==> src/rtl/sr_latch_pkg.sv <==
// Shared constants, command encoding and decode helper for the clocked SR latch bank.
package sr_latch_pkg;

  // Policy applied when both set and reset are asserted
  localparam int unsigned MODE_NAND    = 0;
  localparam int unsigned MODE_SET_DOM = 1;
  localparam int unsigned MODE_RST_DOM = 2;
  localparam int unsigned MODE_HOLD    = 3;

  localparam int unsigned INV_COUNT_W = 8;
  // Filter counter width covers FILTER_CYCLES up to 15
  localparam int unsigned FILT_CNT_W  = 4;

  // Command is the active-low pin pair {s_n, r_n}
  typedef enum logic [1:0] {
    CMD_BOTH = 2'b00,
    CMD_SET  = 2'b01,
    CMD_RST  = 2'b10,
    CMD_HOLD = 2'b11
  } cmd_e;

  typedef struct packed {
    logic q;
    logic qn;
  } latch_out_t;

  // Next latch outputs for a newly accepted command
  function automatic latch_out_t decode_cmd(input cmd_e cmd, input logic q_cur,
                                            input int unsigned mode);
    latch_out_t res;
    res = '{q: q_cur, qn: ~q_cur};
    case (cmd)
      CMD_SET:  res = '{q: 1'b1, qn: 1'b0};
      CMD_RST:  res = '{q: 1'b0, qn: 1'b1};
      CMD_HOLD: res = '{q: q_cur, qn: ~q_cur};
      CMD_BOTH: begin
        case (mode)
          MODE_NAND:    res = '{q: 1'b1, qn: 1'b1};
          MODE_SET_DOM: res = '{q: 1'b1, qn: 1'b0};
          MODE_RST_DOM: res = '{q: 1'b0, qn: 1'b1};
          default:      res = '{q: q_cur, qn: ~q_cur};
        endcase
      end
      default: res = '{q: q_cur, qn: ~q_cur};
    endcase
    return res;
  endfunction

endpackage

==> src/rtl/sr_latch_bank_filter.sv <==
// Per-channel 2-flop synchroniser and stability filter for one {s_n, r_n} pair.
module sr_input_filter
  import sr_latch_pkg::*;
#(
  parameter int unsigned FILTER_CYCLES = 2
) (
  input  logic clk,
  input  logic rst_n,
  input  logic s_n,
  input  logic r_n,
  output cmd_e acc_cmd_c,
  output logic acc_change_c
);

  logic [1:0]            sync1;
  logic [1:0]            sync2;
  logic [1:0]            prev;
  logic [FILT_CNT_W-1:0] cnt;
  logic [FILT_CNT_W-1:0] cnt_next;
  cmd_e                  acc;

  // Stability count and the command accepted on the coming edge
  always_comb begin
    cnt_next = cnt;
    if (sync2 != prev) begin
      cnt_next = '0;
    end else if (cnt != FILT_CNT_W'(FILTER_CYCLES)) begin
      cnt_next = FILT_CNT_W'(cnt + 1'b1);
    end
    acc_cmd_c = acc;
    if (cnt_next == FILT_CNT_W'(FILTER_CYCLES)) begin
      acc_cmd_c = cmd_e'(sync2);
    end
    acc_change_c = (acc_cmd_c != acc);
  end

  // Synchroniser, filter state and accepted command registers
  always_ff @(posedge clk) begin
    if (!rst_n) begin
      sync1 <= 2'b11;
      sync2 <= 2'b11;
      prev  <= 2'b11;
      cnt   <= '0;
      acc   <= CMD_HOLD;
    end else begin
      sync1 <= {s_n, r_n};
      sync2 <= sync1;
      prev  <= sync2;
      cnt   <= cnt_next;
      acc   <= acc_cmd_c;
    end
  end

endmodule

==> src/rtl/sr_latch_bank.sv <==
// Bank of clocked SR latches with filtered inputs, forbidden-state policy and entry tracking.
module sr_latch_bank
  import sr_latch_pkg::*;
#(
  parameter int unsigned WIDTH         = 4,
  parameter int unsigned FILTER_CYCLES = 2,
  parameter int unsigned MODE          = MODE_NAND
) (
  input  logic                   clk,
  input  logic                   rst_n,
  input  logic [WIDTH-1:0]       s_n,
  input  logic [WIDTH-1:0]       r_n,
  input  logic                   clr_invalid,
  output logic [WIDTH-1:0]       q,
  output logic [WIDTH-1:0]       qn,
  output logic [WIDTH-1:0]       invalid,
  output logic [INV_COUNT_W-1:0] inv_count
);

  localparam int unsigned SUM_W = INV_COUNT_W + 1;

  cmd_e                   acc_cmd [WIDTH];
  logic [WIDTH-1:0]       acc_change;
  logic [WIDTH-1:0]       entry;
  logic [WIDTH-1:0]       q_next;
  logic [WIDTH-1:0]       qn_next;
  logic [WIDTH-1:0]       invalid_next;
  logic [SUM_W-1:0]       entry_pop;
  logic [SUM_W-1:0]       count_sum;
  logic [INV_COUNT_W-1:0] inv_count_next;
  latch_out_t             dec;

  for (genvar i = 0; i < WIDTH; i++) begin : g_filt
    sr_input_filter #(
      .FILTER_CYCLES(FILTER_CYCLES)
    ) u_filter (
      .clk         (clk),
      .rst_n       (rst_n),
      .s_n         (s_n[i]),
      .r_n         (r_n[i]),
      .acc_cmd_c   (acc_cmd[i]),
      .acc_change_c(acc_change[i])
    );
  end

  // Decode each channel when its accepted command changes; flag forbidden-state entries
  always_comb begin
    q_next  = q;
    qn_next = qn;
    entry   = '0;
    dec     = '{q: 1'b0, qn: 1'b1};
    for (int unsigned i = 0; i < WIDTH; i++) begin
      if (acc_change[i]) begin
        dec        = decode_cmd(acc_cmd[i], q[i], MODE);
        q_next[i]  = dec.q;
        qn_next[i] = dec.qn;
        entry[i]   = (acc_cmd[i] == CMD_BOTH);
      end
    end
  end

  // Entry popcount into a saturating counter; entry beats a simultaneous clear
  always_comb begin
    entry_pop = '0;
    for (int unsigned i = 0; i < WIDTH; i++) begin
      entry_pop = SUM_W'(entry_pop + SUM_W'(entry[i]));
    end
    count_sum      = SUM_W'(SUM_W'(inv_count) + entry_pop);
    inv_count_next = count_sum[INV_COUNT_W] ? '1 : count_sum[INV_COUNT_W-1:0];
    invalid_next   = (clr_invalid ? '0 : invalid) | entry;
  end

  // Output registers
  always_ff @(posedge clk) begin
    if (!rst_n) begin
      q         <= '0;
      qn        <= '1;
      invalid   <= '0;
      inv_count <= '0;
    end else begin
      q         <= q_next;
      qn        <= qn_next;
      invalid   <= invalid_next;
      inv_count <= inv_count_next;
    end
  end

endmodule

==> config.mk <==
export PLATFORM = sky130hd
export DESIGN_NAME = sr_latch_bank
export DESIGN_NICKNAME = d
export VERILOG_FILES = /design/src/rtl/sr_latch_pkg.sv /design/src/rtl/sr_latch_bank_filter.sv /design/src/rtl/sr_latch_bank.sv
export SDC_FILE = /design/constraint.sdc
export NUM_CORES = 1
export LEC_CHECK = 0
export ABC_AREA = 0
export CELL_PAD_IN_SITES_DETAIL_PLACEMENT = 0
export CELL_PAD_IN_SITES_GLOBAL_PLACEMENT = 2
export CORE_MARGIN = 2
export CORE_UTILIZATION = 35
export CTS_CLUSTER_SIZE = 28
export DETAILED_ROUTE_END_ITERATION = 8
export PLACE_DENSITY_LB_ADDON = 0.1
export RECOVER_POWER = 100
export SKIP_CTS_REPAIR_TIMING = 1
export SYNTH_ARGS = -nofsm -noshare
export SYNTH_HDL_FRONTEND = slang
export SYNTH_HIERARCHICAL = 1
export SYNTH_SLANG_ARGS = --single-unit
==> constraint.sdc <==
create_clock -name clk -period 5.1 [get_ports clk]
set_clock_uncertainty 0.15 [all_clocks]
set_input_delay 0.51 -clock clk [delete_from_list [all_inputs] [get_ports clk]]
set_output_delay 0.51 -clock clk [all_outputs]
set_load 0.05 [all_outputs]
==> metrics.txt, run 1 <==
Cell variety after synth=37; Syn. warnings=6; period utilisation layout=88.2%; final setup vio count=0; clock latency on the worst-skew pair=0.33 ns; XOR/XNOR Fraction of Synth Area=8.59%; syn nets=325; vias in the first global route=2154; Synth Flop Type=dfxtp_1; Die Ht=99.0 um; R2R Setup Slk=0.60 ns; die extent in x=99.0 um; die area=0.00981 mm^2; Syn Area/Cell=10.5 um^2; Worst Setup End Kind=flop; largest family of logic cells by synthesized area=simple AND/OR/NAND/NOR gates; sequential share of the synthesized area=43.1%; TritonCTS clock tree=yes; Reg2Reg Launch Point=g_filt[2].u_filter/cnt[0]$_SDFF_PN0_; Reg clk slew, reported paths=0.07 ns; Total Routing Usage GR=12.8%; hold endpoint=g_filt[1].u_filter/sync2[1]$_SDFF_PN1_; compound-cell area share of the yosys netlist=12.0%; Arr. time, crit path=4.57 ns; Via Count=2118; total negative slack=0 ns; failing checks=capacitance limit, slew limit; fraction of registers with async set/reset=0%; Pre-Repair DR Iteration Count=4; Root Buffer=clkbuf_8; Initial Utilization=36.3%; cts bufs inserted=9; share of cells above drive strength 1=8.41%; portion of netlist area occupied by mux cells=7.60%; Adder-Cell Fraction of Synth Area=5.46%; Synth Register Bits=68; Final #Nets=364; # IOs=31; Hold WC Path Type=flop to flop; PortBufs=30; largest net degree at the start of global routing=57; initial antenna violation count=0; Ant. Diodes=0; synthesized instance count=302; core box area=0.00872 mm^2; Final Hold Viols=0; Leakage=1.39 nW; Vias/cell=4.68; Post-synth EDFFs=0; worst-path fanout max=7; normalized max-slew margin=-59.2%; first-pass GRT wire length=10100 um; # H-tree levels=3; worst slew pin tran=2.39 ns; Worst setup SP type=flop; total global routing overflow=0; crit path kind=flop to flop; Syn Std Cell Area=0.00316 mm^2; max_cap viols=1; number of remaining DRC errors=0; status=finished, violations left; area delta synth->final=15.3%; Hold Path Depth=1; worst path required time=5.17 ns; HP Start=g_filt[1].u_filter/sync1[1]$_SDFF_PN1_; Final Wtd Congestion=0.743; Overall Power=1.10 mW; routed length per placed instance=12.3 um; 1st-iter DRT viols=44; Worst Reg2Reg Path Length in Cells=17; Peak VDD IR=0.000126 V; post-detail-place hpwl=3820 um; DRT Wirelength=5560 um; row count=34; hold_ws=0.258 ns; maximum buffer depth of the clock tree=2; Max Clock Freq=0.222 GHz; Post-Synth Simple-Gate Area=21.6%; r2r endpoint=inv_count[7]$_SDFF_PN0_; Min Clock Period, post-route=4.50 ns; CTS sink count=68; RSZ-0062 raised after global routing=no; Slew Limit Fails=57; pwr dens=301 mW/mm^2; post-route ant nets=0
[metal layers]
layer  part of all wire (%)  track usage, %  routed length, um  vias up
met5                      0               0                  0        -
met1                     50            16.5               2790      990
met4                   0.95            4.11                 53        0
li1                       -               -                  -     1101
met2                     46            20.5               2560       21
met3                    2.9            3.97                159        6
[cell usage after synthesis (all sizes together) (8+ instances only)]
cell type	count	area share, %
xor2	14	3.9
mux2	16	7.6
nand2	11	1.3
dfxtp	68	43
nor2	22	2.6
nor2b	13	2.6
o211ai	8	3.6
nand2b	41	8.1
inv	13	1.5
a21boi	9	2.5
xnor2	17	4.7
o21ai	12	2.4
ha	9	3.6
a21oi	9	1.4
[cell type report]
class | count | area (um^2)
fillers | 881 | 5070
clock buffers | 13 | 149
inverters | 13 | 48.8
multi-input cells | 219 | 1620
flip-flops and latches | 68 | 1360
clock inverters | 2 | 35.0
repair buffers | 30 | 294
well taps | 108 | 135
[stage by stage]
stage / std cells / worst slack (ns) / instance area (um^2) / util (%)
6_report: 453 / 0.601 / 3650 / 41.8
5_1_grt: 453 / 0.239 / 3650 / 41.8
4_1_cts: 453 / 0.675 / 3770 / 43.2
3_5_place_dp: 438 / 0.695 / 3580 / 41.1
3_3_place_gp: 438 / 0.759 / 3580 / 41.1
2_1_floorplan: 302 / 0.960 / 3160 / -
[cells by family (layout without fill, tap and decap cells)]
group                    after synthesis  in the layout
buffers and inverters                 15             58
multiplexers                          16             16
adder cells (fa/ha/maj)               12             12
flip-flops                            68             68
AND/OR/NAND/NOR                      114            114
XOR/XNOR                              31             31
AO/OA/AOI/OAI                         46             46
[cell usage in the layout (no fill, tap or decap), types with 3 or more instances in the layout]
master / Yosys / routed
a21boi_0: 4 / 7
a21oi_1: 9 / 9
and3_2: 4 / 4
clkbuf_1: 2 / 4
clkbuf_8: 0 / 10
clkdlybuf4s50_1: 0 / 9
dfxtp_1: 68 / 68
dlygate4sd3_1: 0 / 20
fa_1: 3 / 3
ha_1: 9 / 9
inv_1: 13 / 13
mux2_1: 0 / 10
mux2_4: 16 / 4
nand2_1: 11 / 11
nand2b_1: 41 / 41
nand3_1: 5 / 5
nor2_1: 22 / 22
nor2b_1: 13 / 13
nor3_1: 4 / 4
o211ai_1: 4 / 8
o21ai_0: 8 / 10
or3b_1: 4 / 4
or4b_1: 4 / 4
xnor2_1: 17 / 17
xor2_1: 14 / 14
[how the worst max path moves through the flow]
stage,slack (ns),depth (start not counted),endpoint,start
after floorplan,0.96,16,inv_count[7]$_SDFF_PN0_,g_filt[0].u_filter/cnt[0]$_SDFF_PN0_
after global placement,0.76,17,inv_count[7]$_SDFF_PN0_,g_filt[2].u_filter/cnt[0]$_SDFF_PN0_
after CTS,0.67,17,inv_count[7]$_SDFF_PN0_,g_filt[2].u_filter/cnt[0]$_SDFF_PN0_
after detailed placement,0.70,17,inv_count[7]$_SDFF_PN0_,g_filt[2].u_filter/cnt[0]$_SDFF_PN0_
after global routing,0.24,17,inv_count[7]$_SDFF_PN0_,g_filt[2].u_filter/cnt[0]$_SDFF_PN0_
final,0.60,17,inv_count[7]$_SDFF_PN0_,g_filt[2].u_filter/cnt[0]$_SDFF_PN0_
[power breakdown]
group | internal [mW] | switching [mW] | leakage, nW | total (mW)
registers | 0.549 | 0.0201 | 0.555 | 0.570
logic | 0.0544 | 0.0497 | 0.745 | 0.104
clock network | 0.237 | 0.187 | 0.0935 | 0.424
[worst max-delay path, cell delays in order (launching register included)]
cell and delay [ns]:
dfxtp_1 0.43, inv_1 0.07, ha_1 0.22, or4b_1 0.52, o21ai_0 0.09, o211ai_1 0.26
mux2_4 0.36, inv_1 0.07, nand2_1 0.06, nor2_1 0.22, fa_1 0.45, inv_1 0.09
fa_1 0.19, inv_1 0.06, fa_1 0.39, and3_1 0.22, and2_4 0.18, o311a_2 0.36
[sequential cells by signal (all words and copies together), names as in the netlist]
signal and flops:
g_filt.u_filter/acc 8, g_filt.u_filter/cnt 16, g_filt.u_filter/prev 8, g_filt.u_filter/sync1 8, g_filt.u_filter/sync2 8, inv_count 8
invalid 4, q 4, qn 4
Power figures use the tool's default switching activity.
==> run 2: changes to the inputs <==
--- a/config.mk
+++ b/config.mk
@@ -9,7 +9,7 @@
 export CELL_PAD_IN_SITES_DETAIL_PLACEMENT = 0
 export CELL_PAD_IN_SITES_GLOBAL_PLACEMENT = 2
 export CORE_MARGIN = 2
-export CORE_UTILIZATION = 35
+export CORE_UTILIZATION = 33
 export CTS_CLUSTER_SIZE = 28
 export DETAILED_ROUTE_END_ITERATION = 8
 export PLACE_DENSITY_LB_ADDON = 0.1
==> constraint.sdc (replaced) <==
create_clock -name clk -period 3.8 [get_ports clk]
set_clock_uncertainty 0.15 [all_clocks]
set_input_delay 0.38 -clock clk [delete_from_list [all_inputs] [get_ports clk]]
set_output_delay 0.38 -clock clk [all_outputs]
set_load 0.05 [all_outputs]
==> metrics.txt, run 2 (same netlist as run 1, synthesis figures left out) <==
met3 wire length=194 um (+22%); Combinational Power Share=14.0% (+4.5 points); Clock power frac=39.6% (+1.0 points); most common cell after layout, fill and taps aside=dfxtp_1; area delta synth->final=31.7%; Max Used Layer=met4; Final Wtd Congestion=0.751 (+1.2%); routed length per placed instance=11.4 um (-7.1%); PortBufs=30 (unchanged); Vias/cell=4.40 (-5.8%); routed length on met2=2560 um (+0.16%); Top reg by flops=g_filt.u_filter/cnt; hold endpoint=g_filt[1].u_filter/sync2[0]$_SDFF_PN1_; core box area=0.00928 mm^2 (+6.5%); total global routing overflow=0 (unchanged); final instance area=0.00417 mm^2 (+14%); Max Clock Freq=0.257 GHz (+16%); Ant. Diodes=0 (unchanged); die extent in x=102 um (+2.9%); # IOs=31 (unchanged); r2r endpoint=inv_count[6]$_SDFF_PN0_; clock latency on the worst-skew pair=0.34 ns (about the same); RSZ-0062 raised after global routing=yes; Slew Limit Fails=0 (-100%); period utilisation layout=102% (+14 points); Via Count=2224 (+5.0%); Sw Ratio=25.0% (+1.6 points); register share of total power=46.5% (-5.4 points); total negative slack=-0.144 ns (-0.144 ns); Pre-Repair DR Iteration Count=4 (unchanged); status=finished, violations left; failing checks=setup timing; CTS sink count=68 (unchanged); Hold WC Path Type=flop to flop; Worst setup SP type=flop; Root Buffer=clkbuf_8; Peak VDD IR=0.000176 V (+40%); hold_ws=0.260 ns (+0.00170 ns); Reg2Reg Launch Point=g_filt[2].u_filter/cnt[0]$_SDFF_PN0_; initial antenna violation count=0 (unchanged); Worst Setup End Kind=flop; final setup vio count=2 (+2); fill count=930 (+5.6%); normalized max-slew margin=33.4% (+93 points); R2R Setup Slk=-0.08 ns (-0.68 ns); die area=0.0104 mm^2 (+5.8%); crit path kind=flop to flop; pwr dens=390 mW/mm^2 (+30%); 1st-iter DRT viols=57 (+30%); most frequent cells in the layout=dfxtp_1, nand2b_1, clkdlybuf4s50_1; worst path required time=3.92 ns (-1.25 ns); Leakage=1.63 nW (+17%); Arr. time, crit path=4.01 ns (-0.56 ns); Largest register FFs=16 (unchanged); Reg clk slew, reported paths=0.08 ns (about the same); DRT Wirelength=5760 um (+3.6%); worst slew pin tran=0.999 ns (-1.39 ns); M1 WL=2900 um (+3.9%); Hold Path Depth=1 (unchanged); Die Ht=102 um (+2.9%); number of remaining DRC errors=0 (unchanged); DP Area=0.00385 mm^2 (+7.3%); Setup WS pre-CTS=-0.115 ns (-0.810 ns); vias in the first global route=2123 (-1.4%); max_cap viols=0 (-1); TritonCTS clock tree=yes; row count=35 (+2.9%); post-route ant nets=0 (unchanged); Min Clock Period, post-route=3.88 ns (-0.615 ns); Final Hold Viols=0 (unchanged); first-pass GRT wire length=9770 um (-2.9%); Final #Nets=394 (+8.2%); Total Routing Usage GR=12.1% (-0.68 points); post-detail-place hpwl=3970 um (+4.0%); switching power=407 uW (+58%); Internal Power=1.22 mW (+45%); worst-path fanout max=4 (-3); # H-tree levels=3 (unchanged); maximum buffer depth of the clock tree=2 (unchanged); share of cells above drive strength 1=27.1% (+19 points); Overall Power=1.63 mW (+48%); HP Start=g_filt[1].u_filter/sync1[0]$_SDFF_PN1_; cts bufs inserted=9 (unchanged); final worst slack=-0.0838 ns (-0.685 ns); Worst Reg2Reg Path Length in Cells=17 (unchanged); largest net degree at the start of global routing=57 (unchanged); Initial Utilization=34.1% (-2.2 points)
run 2: cell count changes in the layout (fill, tap and decap cells not counted), moves of 5 or more:
cell / before / now
inv_1: 13 / 8
buf_4: 0 / 28
dlygate4sd3_1: 20 / 0
mux2_1: 10 / 0
mux2_4: 4 / 16
inv_2: 0 / 5
clkdlybuf4s50_1: 9 / 29
run 2: critical path: stages, from the launching register on:
cell      delay (ns)
dfxtp_4         0.35
inv_2           0.04
ha_4            0.15
or4b_4          0.54
o21ai_4         0.09
o211ai_4        0.11
buf_6           0.15
mux2_4          0.32
nor2_4          0.13
fa_1            0.44
inv_2           0.07
fa_2            0.20
inv_2           0.04
fa_2            0.33
and3_4          0.19
and2_4          0.17
and4b_1         0.19
nor3b_2         0.16
run 2: layout make-up:
type	count	area [um^2]	area share [%]
multi-input cells	219	1840	44.2
flip-flops and latches	68	1370	32.9
inverters	13	48.8	1.17
repair buffers	60	528	12.7
well taps	129	161	3.88
clock buffers	11	163	3.91
clock inverters	5	56.3	1.35
run 2: worst max-delay path by stage:
stage	start	endpoint	cells past startpoint
finish	g_filt[2].u_filter/cnt[0]$_SDFF_PN0_	inv_count[6]$_SDFF_PN0_	17
global route	g_filt[2].u_filter/cnt[0]$_SDFF_PN0_	inv_count[6]$_SDFF_PN0_	17
CTS	g_filt[2].u_filter/cnt[0]$_SDFF_PN0_	inv_count[6]$_SDFF_PN0_	17
detailed placement	g_filt[2].u_filter/cnt[0]$_SDFF_PN0_	inv_count[6]$_SDFF_PN0_	17
global placement	g_filt[2].u_filter/cnt[0]$_SDFF_PN0_	inv_count[7]$_SDFF_PN0_	16
floorplan	g_filt[0].u_filter/cnt[0]$_SDFF_PN0_	inv_count[7]$_SDFF_PN0_	16
run 2: routing by layer:
metal  vias to the layer above  track usage (%)
met2                        30             18.3
met1                      1025             16.2
li1                       1158                -
met5                         -                0
met4                         0             6.15
met3                        11             2.87
run 2: stage by stage:
stage,util (%),cells
2_1_floorplan,-,302
3_3_place_gp,41.4,483
3_5_place_dp,41.4,483
4_1_cts,43.8,499
5_1_grt,44.9,505
6_report,44.9,505
run 2: power groups by stage:
stage | Combinational (mW) | Sequential, mW | Clock (mW)
floorplan | 0.133 | 0.777 | 0
global placement | 0.213 | 0.771 | 0
detailed placement | 0.214 | 0.772 | 0
CTS | 0.215 | 0.755 | 0.673
global route | 0.252 | 0.759 | 0.704
finish | 0.227 | 0.755 | 0.644
==> run 3: changes to the inputs <==
--- a/config.mk
+++ b/config.mk
@@ -8,9 +8,8 @@
 export ABC_AREA = 0
 export CELL_PAD_IN_SITES_DETAIL_PLACEMENT = 0
 export CELL_PAD_IN_SITES_GLOBAL_PLACEMENT = 2
-export CORE_MARGIN = 2
 export CORE_UTILIZATION = 33
-export CTS_CLUSTER_SIZE = 28
+export CTS_CLUSTER_SIZE = 16
 export DETAILED_ROUTE_END_ITERATION = 8
 export PLACE_DENSITY_LB_ADDON = 0.1
 export RECOVER_POWER = 100
==> metrics.txt, run 3 (same netlist as run 1, synthesis figures left out) <==
worst path required time=3.88 ns (-0.04 ns); Slew Limit Fails=0 (unchanged); die area=0.00998 mm^2 (-3.9%); normalized max-slew margin=33.1% (-0.29 points); Top reg by flops=g_filt.u_filter/cnt; 1st-iter DRT viols=73 (+28%); core box area=0.00924 mm^2 (-0.47%); Arr. time, crit path=3.89 ns (-0.12 ns); TritonCTS clock tree=yes; Largest register FFs=16 (unchanged); Reg2Reg Launch Point=g_filt[2].u_filter/cnt[0]$_SDFF_PN0_; multi-input logic area=0.00183 mm^2 (-0.41%); R2R Setup Slk=-0.02 ns (+0.07 ns); pwr dens=389 mW/mm^2 (-0.34%); number of remaining DRC errors=0 (unchanged); # H-tree levels=3 (unchanged); hold_ws=0.261 ns (+0.00166 ns); Initial Utilization=34.2% (+0.16 points); routed length per placed instance=11.1 um (-2.4%); clock latency on the worst-skew pair=0.33 ns (about the same); Final #Nets=395 (+0.25%); Combinational Power Share=14.0% (about the same); Worst setup SP type=flop; most common cell after layout, fill and taps aside=dfxtp_1; CTS sink count=68 (unchanged); area delta synth->final=31.7% (about the same); final setup vio count=2 (unchanged); row count=35 (unchanged); Internal Power=1.24 mW (+1.3%); fill count=894 (-3.9%); Clock power frac=39.4% (-0.2 points); Pre-Repair DR Iteration Count=4 (unchanged); total global routing overflow=0 (unchanged); Worst Reg2Reg Path Length in Cells=16 (-1); crit path kind=flop to flop; PortBufs=30 (unchanged); Via Count=2209 (-0.67%); Sw Ratio=23.8% (-1.3 points); max_cap viols=0 (unchanged); FF+latch area=0.00137 mm^2 (unchanged); RSZ-0062 raised after global routing=yes; most frequent cells in the layout=dfxtp_1, nand2b_1, buf_4; failing checks=setup timing; final worst slack=-0.0161 ns (+0.0677 ns); vias in the first global route=2096 (-1.3%); first-pass GRT wire length=9230 um (-5.6%); Hold Path Depth=1 (unchanged); Min Clock Period, post-route=3.82 ns (-0.0677 ns); maximum buffer depth of the clock tree=2 (unchanged); Final Hold Viols=0 (unchanged); post-detail-place hpwl=3900 um (-1.9%); r2r endpoint=inv_count[7]$_SDFF_PN0_; Die Ht=99.9 um (-2.0%); Reg clk slew, reported paths=0.07 ns (about the same); status=finished, violations left; initial antenna violation count=0 (unchanged); die extent in x=99.9 um (-2.0%); post-route ant nets=0 (unchanged); Util after Layout=45.1% (+0.20 points); largest net degree at the start of global routing=57 (unchanged); share of cells above drive strength 1=27.4% (+0.27 points); period utilisation layout=100% (-1.8 points); Overall Power=1.62 mW (-0.37%); Leakage=1.65 nW (+0.98%); Peak VDD IR=0.000205 V (+16%); DRT Wirelength=5620 um (-2.4%); Vias/cell=4.37 (-0.67%); register share of total power=46.6% (about the same); hold endpoint=g_filt[1].u_filter/sync2[1]$_SDFF_PN1_; worst slew pin tran=1.00 ns (+0.00431 ns); HP Start=g_filt[1].u_filter/sync1[1]$_SDFF_PN1_; Hold WC Path Type=flop to flop; # IOs=31 (unchanged); Worst Setup SP=g_filt[2].u_filter/cnt[0]$_SDFF_PN0_; Worst Setup End Kind=flop; Ant. Diodes=0 (unchanged); Final Wtd Congestion=0.730 (-2.8%); Root Buffer=clkbuf_8; cts bufs inserted=9 (unchanged); worst-path fanout max=4 (unchanged); Max Clock Freq=0.262 GHz (+1.8%); switching power=385 uW (-5.4%); Total Routing Usage GR=11.9% (-0.22 points)
run 3: stage by stage:
| stage | std cells | setup slack (ns) | cell area (um^2) | TNS (ns) |
|---|---|---|---|---|
| 2_1_floorplan | 302 | -0.0593 | 3220 | -0.101 |
| 3_3_place_gp | 484 | -0.0637 | 3850 | -0.119 |
| 3_5_place_dp | 484 | -0.0960 | 3850 | -0.257 |
| 4_1_cts | 499 | -0.105 | 4070 | -0.331 |
| 5_1_grt | 505 | -0.143 | 4160 | -0.864 |
| 6_report | 505 | -0.0161 | 4160 | -0.0285 |
run 3: worst max-delay path: stages (launching register included):
cell and delay, ns:
dfxtp_4 0.35, inv_2 0.03, ha_2 0.18, or4b_4 0.49
o21ai_4 0.08, o211ai_4 0.11, buf_6 0.15, mux2_4 0.31
nor2_4 0.13, fa_1 0.43, inv_2 0.07, fa_2 0.20
inv_2 0.04, fa_2 0.34, and3_4 0.19, and2_4 0.17
o311a_4 0.29
run 3: worst max path at each step:
stage | endpoint
detailed placement | inv_count[7]$_SDFF_PN0_
global route | inv_count[6]$_SDFF_PN0_
global placement | inv_count[7]$_SDFF_PN0_
CTS | inv_count[6]$_SDFF_PN0_
floorplan | inv_count[7]$_SDFF_PN0_
finish | inv_count[7]$_SDFF_PN0_
run 3: routing by layer:
layer / track usage, % / vias to the layer above / part of all wire, %
met2: 19.3 / 35 / 46
li1: - / 1159 / -
met5: 0 / - / 0
met3: 4.53 / 6 / 3.9
met1: 14.3 / 1009 / 49
met4: 4.41 / 0 / 1.3
run 3: power by group through the flow:
stage / clock, mW / sequential [mW] / combinational, mW
CTS: 0.671 / 0.755 / 0.215
global route: 0.699 / 0.759 / 0.250
global placement: 0 / 0.772 / 0.213
detailed placement: 0 / 0.772 / 0.214
finish: 0.638 / 0.756 / 0.226
floorplan: 0 / 0.777 / 0.133
run 3: cell type report:
type                       instances  share of cell area (%)
inverter                          13                    1.17
tap                              129                    3.88
clock inverter                     3                   0.992
clock buffer                      12                    4.24
sequential                        68                    32.9
multi-input combinational        219                    44.0
timing repair buffer              61                    12.9
==> RTL change, RTL diff (config.mk and constraints of run 2) <==
`WIDTH`: 4 -> 8.
--- a/src/rtl/sr_latch_bank.sv
+++ b/src/rtl/sr_latch_bank.sv
@@ -2,7 +2,7 @@
 module sr_latch_bank
   import sr_latch_pkg::*;
 #(
-  parameter int unsigned WIDTH         = 4,
+  parameter int unsigned WIDTH         = 8,
   parameter int unsigned FILTER_CYCLES = 2,
   parameter int unsigned MODE          = MODE_NAND
 ) (
Ports: changed (5 resized); port bits go from 31 to 51. The function was not compared with the original's and may differ.
==> RTL change against run 2 <==
Clock power is 150% higher. Routed wire length is 110% higher. Via count is 96% higher. Setup slack worse by 1.0 ns. The run ends with capacitance limit, slew limit, setup timing left. Design area is 94% higher. Fmax is 21% lower. Area after synthesis is 91% higher. Critical path type unchanged. Sequential share of layout area is 1.0 points lower. Sequential cell count is 60 higher. Worst hold slack worse by 0.0078 ns. Cell count is 95% higher. Total power is 110% higher.
==> RTL change: results (changes against run 2) <==
* Status: finished with violations (unchanged)
* Failing checks: capacitance limit, slew limit, setup timing (was setup timing)
* Vias in the first global route at 4364 (was 2123)
* Non-CTS buffers at 143 (was 60)
* Clock root buffer: clkbuf_16 (was clkbuf_8)
* Clock slew at the register clock pins of the worst setup and hold paths at 0.05 ns (was 0.08 ns)
* Met3 wire len at 408 um (was 194 um)
* Routed WL per cell at 12.1 um (was 11.4 um)
* MaxCap Viol Count at 1 (was 0)
* Reg-to-reg critical path endpoint: inv_count[5] (was inv_count[6])
* Synth unique cells at 36 (was 37)
* # setup viols final at 8 (was 2)
* WHS at 0.252 ns (was 0.260 ns)
* Crit path max fanout at 5 (was 4)
* Final setup margin at -1.10 ns (was -0.0838 ns)
* Via count at 4370 (was 2224)
* Max reg flops at 32 (was 16)
* Max-slew violations at 88 (was 0)
* Routed WL at 11.9 mm (was 5.76 mm)
* Critical Path AT at 5.05 ns (was 4.01 ns)
* Worst skew pair latency at 0.41 ns (was 0.34 ns)
* Multi-input combinational area share at 0.413 (was 0.442)
* Hold path startpoint: g_filt[3].u_filter/sync1[0] (was g_filt[1].u_filter/sync1[0])
* Cell family with most CP delay: adder cells (was simple AND/OR/NAND/NOR gates)
* Hold endpoint: g_filt[3].u_filter/sync2[0] (was g_filt[1].u_filter/sync2[0])
* Largest cells by area after synthesis: dfxtp_1 42%, nand2b_1 8.8%, mux2_4 8.0% (was dfxtp_1 43%, nand2b_1 8.1%, mux2_4 7.6%)
[RTL change: cell count changes after synthesis, sizes merged, moves of 10 or more]
cell / run 2 / this run
nor2: 22 / 42
xnor2: 17 / 32
dfxtp: 68 / 128
nand2b: 41 / 85
inv: 13 / 28
o21ai: 12 / 22
ha: 9 / 22
mux2: 16 / 32
nand2: 11 / 24
nor2b: 13 / 23
xor2: 14 / 25
[RTL change: cells by family after synthesis]
family	Yosys count	synth area share
flops	128	0.424
xor+xnor	57	0.0826
compound gates	83	0.114
simple gates	224	0.212
buf+inv	33	0.0207
fa+ha+maj	27	0.0621
mux	35	0.0845
[RTL change: power groups by stage]
stage | clock (mW) | combinational (mW) | sequential (mW)
after CTS | 1.66 | 0.474 | 1.42
after detailed placement | 0 | 0.471 | 1.45
after global placement | 0 | 0.463 | 1.45
final | 1.60 | 0.461 | 1.42
after floorplan | 0 | 0.263 | 1.47
after global routing | 1.72 | 0.514 | 1.43
